`src/rtl/seq_divider.sv`:
```
// rtl/seq_divider.sv - sequential restoring unsigned divider
//
// Purpose: divides dividend by divisor one quotient bit per clock using
// restoring division. IDLE -> RUN (WIDTH steps) -> DONE (one cycle) -> IDLE.
// Optional macro SEQ_DIVIDER_ZERO_FAST_EN: a zero divisor skips RUN and goes
// straight to DONE with the divide-by-zero result.
//
// Ports:
//   clk          rising-edge clock
//   rst          synchronous active-high reset
//   start        division request, sampled only in IDLE
//   dividend     unsigned dividend, captured when start is accepted
//   divisor      unsigned divisor, captured when start is accepted
//   busy         high while in RUN
//   done         high for the single DONE cycle
//   quotient     registered quotient of the last completed division
//   remainder    registered remainder of the last completed division
//   div_by_zero  registered; last completed division had divisor 0
module seq_divider #(
   parameter int WIDTH = 32
) (
   input  logic             clk,
   input  logic             rst,
   input  logic             start,
   input  logic [WIDTH-1:0] dividend,
   input  logic [WIDTH-1:0] divisor,
   output logic             busy,
   output logic             done,
   output logic [WIDTH-1:0] quotient,
   output logic [WIDTH-1:0] remainder,
   output logic             div_by_zero
);

   localparam int CW = (WIDTH > 1) ? $clog2(WIDTH) : 1;

   typedef enum logic [1:0] {
      IDLE = 2'd0,
      RUN  = 2'd1,
      DONE = 2'd2
   } state_t;

   state_t          state;
   state_t          state_nx;

   logic [WIDTH-1:0] dvd_sh;   // captured dividend, MSB is the next bit to bring in
   logic [WIDTH-1:0] dvs;      // captured divisor
   logic [WIDTH-1:0] rem_p;    // partial remainder
   logic [WIDTH-1:0] quo_sh;   // quotient bits collected so far
   logic [CW-1:0]    cnt;

   logic [WIDTH:0]   shifted;
   logic [WIDTH:0]   diff;
   logic             qbit;
   logic [WIDTH-1:0] step_rem;
   logic [WIDTH-1:0] step_quo;
   logic             last;
   logic             fast_zero;

`ifdef SEQ_DIVIDER_ZERO_FAST_EN
   assign fast_zero = (divisor == '0);
`else
   assign fast_zero = 1'b0;
`endif

   assign last = (cnt == CW'(WIDTH - 1));

   // The partial remainder is always below the divisor, so the shifted value
   // is below twice the divisor and the top bit of the (WIDTH+1)-bit
   // difference is a reliable sign bit. With a zero divisor the shifted-in
   // value never reaches bit WIDTH, so every quotient bit comes out as 1
   // and the remainder ends up equal to the dividend.
   always_comb begin
      shifted  = {rem_p, dvd_sh[WIDTH-1]};
      diff     = shifted - {1'b0, dvs};
      qbit     = ~diff[WIDTH];
      step_rem = diff[WIDTH] ? shifted[WIDTH-1:0] : diff[WIDTH-1:0];
      step_quo = {quo_sh[WIDTH-2:0], qbit};
   end

   always_ff @(posedge clk) begin
      if (rst) begin
         state <= IDLE;
      end else begin
         state <= state_nx;
      end
   end

   always_comb begin
      state_nx = state;
      case (state)
         IDLE: begin
            if (start) begin
               state_nx = fast_zero ? DONE : RUN;
            end
         end
         RUN: begin
            if (last) begin
               state_nx = DONE;
            end
         end
         DONE:    state_nx = IDLE;
         default: state_nx = IDLE;
      endcase
   end

   always_ff @(posedge clk) begin
      if (rst) begin
         dvd_sh      <= '0;
         dvs         <= '0;
         rem_p       <= '0;
         quo_sh      <= '0;
         cnt         <= '0;
         quotient    <= '0;
         remainder   <= '0;
         div_by_zero <= 1'b0;
      end else begin
         case (state)
            IDLE: begin
               if (start) begin
                  dvd_sh <= dividend;
                  dvs    <= divisor;
                  rem_p  <= '0;
                  quo_sh <= '0;
                  cnt    <= '0;
                  if (fast_zero) begin
                     quotient    <= '1;
                     remainder   <= dividend;
                     div_by_zero <= 1'b1;
                  end
               end
            end
            RUN: begin
               dvd_sh <= {dvd_sh[WIDTH-2:0], 1'b0};
               rem_p  <= step_rem;
               quo_sh <= step_quo;
               cnt    <= cnt + 1'b1;
               if (last) begin
                  cnt         <= '0;
                  quotient    <= step_quo;
                  remainder   <= step_rem;
                  div_by_zero <= (dvs == '0);
               end
            end
            default: begin
            end
         endcase
      end
   end

   assign busy = (state == RUN);
   assign done = (state == DONE);

endmodule

```
`config.mk`:
```
export PLATFORM = sky130hd
export DESIGN_NAME = seq_divider
export DESIGN_NICKNAME = d
export VERILOG_FILES = /design/src/rtl/seq_divider.sv
export SDC_FILE = /design/constraint.sdc
export NUM_CORES = 1
export LEC_CHECK = 0
export BUFFER_PORTS_ARGS = -buffer_cell sky130_fd_sc_hd__buf_4
export CORE_ASPECT_RATIO = 1.1
export CORE_MARGIN = 5
export CORE_UTILIZATION = 53
export CTS_BUF_LIST = sky130_fd_sc_hd__clkbuf_8
export DETAILED_ROUTE_END_ITERATION = 12
export GPL_TIMING_DRIVEN = 0
export HOLD_SLACK_MARGIN = 0.08
export MAX_ROUTING_LAYER = met4
export PLACE_DENSITY = 0.74
export SLEW_MARGIN = 20
export SYNTH_ARGS = -nofsm -noshare
export SYNTH_HDL_FRONTEND = slang
export SYNTH_SLANG_ARGS = --single-unit
```
`constraint.sdc`:
```
create_clock -name clk -period 3.2 [get_ports clk]
set_clock_uncertainty 0.15 [all_clocks]
set_input_delay 0.64 -clock clk [delete_from_list [all_inputs] [get_ports clk]]
set_output_delay 0.64 -clock clk [all_outputs]
set_load 0.1 [all_outputs]
```
==> reports/qor.yml, run 1 <==
sw_frac_of_total: 0.4427
viasPerCell: 5.665
max_slew_margin: 0.5293
gp_congestion: 0.9154
core-area_mm2: 0.01761
p_sw_w: 0.005263
synth.most_common_cell: "nand2_1"
ys_seq_area_frac: 0.4211
syn_to_final_growth_pct: 22.88
p_clk_frac: 0.141
syn_area_mm2: 0.009460
power_density_mw_per_mm2: 1023
track_usage: 0.2736
slowest_stage: "fa_2"
tritoncts: "built"
final.min_clock_period_ps: 3141
ys_types: 61
worstPathRequired_ps: 3410
p_leak_nw: 4.506
placed_cell_area_mm2: 0.01076
cts_buffer_depth: 2
ctsHtreeMaxLevel: 4
endpoint_kind: "register"
synth.area.top_cells: "dfxtp_1 42%, nand2_1 11%, a21oi_1 8.6%"
async_reset_ff_frac: 0
arrival_ps: 3350
clk_pin_slew_ps: 110
max_stage_delay_ps: 350
num_io_pins: 134
fillers: 1571
drive_above_1_share: 0.1759
synth-edff-count: 0
hold_slack_ps: 236.5
synth_ff_type: "dfxtp_1"
antenna_left: 0
fin_crit_sh: 0.9815
yosysWarnings: 0
maxCapViolations: 0
seqPwrFrac: 0.243
crit_fanout: 6
power_w: 0.01189
grt_max_degree: 21
drv_slew: 0
yosys.area.top_type: "dfxtp_1"
post_drt_wl_per_cell_um: 16.86
min_from: "divisor[27]"
ctsHoldBuffers: 0
synth_top_area_share: 0.4211
start_util: 0.5372
die_w_um: 137.4
combPwrFrac: 0.616
crit_path_start: "dvd_sh[31]"
syn-num-nets: 1315
synthCells: 1213
criticalPathCategory: "reg2reg"
vias: 9240
ir_drop_mv: 0.5475
fin_tns_setup_ps: 0
rsz0062_at_grt: "yes"
row_count: 51
ys_ff_latch: 199
insertedDiodeCount: 0
grt_pass1_vias: 8853
cts.sinks: 199
cts_buffers: 17
first_pass_iters: 5
r2r_start: "dvd_sh[31]"
cp_cell_sequence: "inv_2 > ha_4 > inv_2 > fa_2 > a211oi_2 > o211ai_1 > a32oi_4 > o211ai_4 > o21a_4 > nor2_4 > buf_6 > buf_12 > buf_12 > mux2i_2 > a21oi_1"
fmaxAchievable_ghz: 0.3184
worstMarginPinSlew_ps: 700.7
dp_hpwl_um: 20770
avgSynthCellArea_um2: 7.799
drc_errors: 0
cp_top_family: "compound AO/OA/AOI/OAI gates"
dieArea_mm2: 0.02062
netlist_top_cells_count: "279 x nand2_1, 199 x dfxtp_1, 163 x a21oi_1, 59 x nor2_1, 58 x clkbuf_1"
drtIter0Drc: 730
antenna_found_initial: 0
cp-start-kind: "register"
numPortBuffers: 133
final_cell_area_mm2: 0.01162
worstPathBufferInverterCount: 5
hold_viol: 0
clk_latency_ps: 480
setup_viol: 0
gr-total-overflow: 0
grt_pass1_wl_um: 43640
p_int_w: 0.006625
outcome: "finished clean"
totalWireLength_um: 27500
hold_path_class: "in2reg"
die_y_um: 150.1
fin_util: 0.6601
fin_nets: 1482
cts-root-buf: "clkbuf_8"
sequential cells by signal, summed over array words and instances (netlist names):
register,cells
dvd_sh,32
dvs,32
div_by_zero,1
quo_sh,31
rem_p,32
quotient,32
state,2
cnt,5
remainder,32
power groups by stage:
stage          combinational, W  clock, W  sequential [W]
2_1_floorplan           0.00435         0         0.00286
3_3_place_gp            0.00567         0         0.00291
3_5_place_dp            0.00566         0         0.00291
4_1_cts                 0.00650   0.00171         0.00287
5_1_grt                 0.00783   0.00180         0.00293
6_report                0.00732   0.00167         0.00289
worst paths after layout:
kind | depth (start not counted) | slack [ps] | to
hold reg to reg | 2 | 310 | quotient[8]
setup / recovery | 15 | 60 | remainder[19]
hold / removal | 3 | 240 | dvs[27]
setup reg to reg | 15 | 60 | remainder[19]
routing by layer:
layer  routed length [um]  share of wire  GRT usage
met1                11740           0.43     0.3468
met2                13480           0.49     0.4473
met3                 1651          0.060    0.04512
met4                  633          0.023    0.08633
met5                    0              0          -
what timing repair did:
action / CTS / global route
gates resized for setup: 25 / 44
cloned: 1 / 0
pin swaps: 8 / 18
buffers inserted: 11 / 3
setup endpoints to repair: 67 / 64
worst min-delay path, stage by stage:
cell and delay (ps):
buf_4 110, nand2_1 40, a21oi_1 50
logic make-up (layout without fill, tap and decap cells):
family	count (synthesis)	count (layout)	synth area share
xor gates and xnor gates	26	26	0.02407
and+or+nand+nor	453	453	0.2058
DFF	199	199	0.4211
buffers and inverters	125	305	0.05356
muxes	23	23	0.02434
adders and majority gates	35	35	0.04708
AOI/OAI and AO/OA	352	352	0.2240
placed cells by master, fill, tap and decap left out, types with 4 or more instances in the layout:
master and count:
buf_4 143, a311oi_1 35, o21bai_1 4, nor2b_1 4, mux2i_4 9, clkbuf_1 57
o211ai_1 8, nand2_1 279, a21o_1 7, a31oi_1 6, buf_2 4, nand2b_1 5
mux2i_2 7, o21ai_1 33, clkbuf_8 17, and3_1 10, nor3_1 9, inv_8 5
nand4_1 8, nor4_1 10, mux2i_1 7, o21a_1 5, a32oi_1 8, a21oi_1 158
and2_1 7, xor2_1 9, nor2_1 59, xnor2_1 17, a211oi_1 5, inv_1 43
nand3_1 45, buf_1 10, dfxtp_1 196, ha_1 32, a21oi_2 6, o21ai_0 50
buf_6 6
stage by stage:
| stage | worst slack, ps | std cells |
|---|---|---|
| floorplan | 237.2 | 1213 |
| global placement | -265.4 | 1584 |
| detailed placement | -313.7 | 1584 |
| CTS | -25.96 | 1628 |
| global route | -56.80 | 1631 |
| finish | 59.22 | 1631 |
cell type report:
type / count / area, um2 / share of cell area
tap: 238 / 297.8 / 0.02562
clock buffer: 17 / 234.0 / 0.02013
multi-input combinational: 889 / 5224 / 0.4494
inverter: 46 / 172.7 / 0.01485
timing repair buffer: 148 / 1171 / 0.1007
sequential: 199 / 3988 / 0.3430
clock inverter: 15 / 181.4 / 0.01561
buffer: 79 / 356.6 / 0.03067
No activity file was read; power rests on OpenSTA's default activity.
==> run 2, diff against run 1 <==
--- a/config.mk
+++ b/config.mk
@@ -13,7 +13,6 @@
 export DETAILED_ROUTE_END_ITERATION = 12
 export GPL_TIMING_DRIVEN = 0
 export HOLD_SLACK_MARGIN = 0.08
-export MAX_ROUTING_LAYER = met4
 export PLACE_DENSITY = 0.74
 export SLEW_MARGIN = 20
 export SYNTH_ARGS = -nofsm -noshare
==> run 2 against run 1 <==
Die area is the same. Via count grew 1.0%. Global-route usage shrank 0.54 points. Clock power is essentially flat. Flip-flop and latch count is the same. Routed wire length grew 0.92%. Register-to-register slack lost 40 ps. Worst setup slack lost 45 ps. Final area grew 0.13%. Fmax shrank 1.4%.
==> reports/qor.yml, run 2 (same netlist as run 1, synthesis figures left out) <==
arrival_ps: 3380
num_io_pins: 134
hold_slack_ps: 241.1
worstPathRequired_ps: 3400
reg2reg_to: "remainder[18]"
ctsHoldBuffers: 0
p_int_w: 0.006513
first_pass_iters: 5
cts.sinks: 199
whs_path_depth: 3
hold_path_class: "in2reg"
criticalPathCategory: "reg2reg"
hold_viol: 0
insertedDiodeCount: 0
setup_viol: 0
endpoint_kind: "register"
crit_fanout: 6
min_to: "dvs[25]"
outcome: "finished clean"
rsz0062_at_grt: "yes"
ir_drop_mv: 0.6504
cts-root-buf: "clkbuf_8"
cts_buffers: 17
core-area_mm2: 0.01761
track_usage: 0.2681
totalWireLength_um: 27760
worstMarginPinSlew_ps: 744.7
dp_hpwl_um: 20740
drive_above_1_share: 0.1798
cts_buffer_depth: 2
sw_frac_of_total: 0.4532
combPwrFrac: 0.618
r2r_start: "dvd_sh[31]"
reg2reg_slack_ps: 10
antenna_left: 0
post_drt_wl_per_cell_um: 16.99
fmaxAchievable_ghz: 0.3139
gp_congestion: 0.9334
cp-start-kind: "register"
fin_tns_setup_ps: 0
start_util: 0.5372
grt_pass1_vias: 8858
fin_crit_sh: 0.9954
power_density_mw_per_mm2: 1023
min_from: "divisor[25]"
p_leak_nw: 4.514
viasPerCell: 5.712
drc_errors: 0
final.min_clock_period_ps: 3185
antenna_found_initial: 0
fin_nets: 1485
reg2reg_depth: 15
die_w_um: 137.4
maxCapViolations: 0
clk_latency_ps: 480
drtIter0Drc: 707
numPortBuffers: 133
max_slew_margin: 0.4997
drv_slew: 0
row_count: 51
gr-total-overflow: 0
vias: 9333
grt_max_degree: 22
layout_common_cells: "278 x nand2_1, 196 x dfxtp_1, 160 x a21oi_1"
p_clk_frac: 0.137
p_sw_w: 0.005397
grt_pass1_wl_um: 43930
seqPwrFrac: 0.244
ctsHtreeMaxLevel: 4
die_y_um: 150.1
clk_pin_slew_ps: 110
final_common_cell: "nand2_1"
syn_to_final_growth_pct: 23.04
dieArea_mm2: 0.02062
tritoncts: "built"
-- run 2: metal layers --
layer / wire, um / track usage / part of all wire
met5: 0 / 0 / 0
met4: 772 / 0.09531 / 0.028
met3: 1349 / 0.04278 / 0.049
met2: 13680 / 0.4546 / 0.49
met1: 11960 / 0.3448 / 0.43
-- run 2: stage by stage --
stage | total power [W] | setup slack (ps) | cell area [um2] | cells | util
finish | 0.01191 | 14.71 | 11640 | 1634 | 0.6609
global route | 0.01257 | -62.29 | 11640 | 1634 | 0.6609
CTS | 0.01156 | -96.88 | 11530 | 1633 | 0.6547
detailed placement | 0.008559 | -287.6 | 10760 | 1584 | 0.6108
global placement | 0.008533 | -230.9 | 10760 | 1584 | 0.6108
floorplan | 0.007206 | 237.2 | 9460 | 1213 | -
-- run 2: worst max-delay path: stages (launching register included) --
cell and delay (ps):
dfxtp_2 350, inv_2 60, ha_4 120, inv_2 30
fa_2 340, a211oi_2 230, o211ai_1 240, a32oi_4 330
o211ai_4 150, o21a_4 240, nor2_4 100, buf_6 150
buf_6 120, buf_12 140, mux2i_4 230, a21oi_1 80
-- run 2: layout make-up --
type	instances	area (um2)
clock buffers	17	234.0
clock inverters	15	170.2
plain buffers	79	354.1
inverters	46	172.7
well taps	238	297.8
multi-input cells	889	5260
flip-flops and latches	199	3990
fillers	1597	5972
repair buffers	151	1161
-- run 2: what timing repair did --
action                     4_1_cts  5_1_grt
resized for setup               51       22
gates cloned                     2        0
buffers inserted                15        2
pin swaps                       43        8
setup endpoints to repair       67       65
-- run 2: worst max-delay path by stage --
stage | to | from | cells past startpoint | slack (ps)
floorplan | rem_p[26] | dvd_sh[31] | 14 | 240
global placement | remainder[11] | dvs[0] | 13 | -230
detailed placement | remainder[11] | dvs[0] | 13 | -290
CTS | remainder[11] | dvd_sh[31] | 15 | -100
global route | remainder[18] | dvd_sh[31] | 15 | -60
finish | remainder[18] | dvd_sh[31] | 15 | 10
-- run 2: power groups by stage --
stage | clock, W | sequential, W | combinational (W)
after detailed placement | 0 | 0.00292 | 0.00564
after floorplan | 0 | 0.00286 | 0.00435
after global placement | 0 | 0.00291 | 0.00562
after CTS | 0.00166 | 0.00289 | 0.00701
final | 0.00164 | 0.00291 | 0.00736
after global routing | 0.00177 | 0.00293 | 0.00787
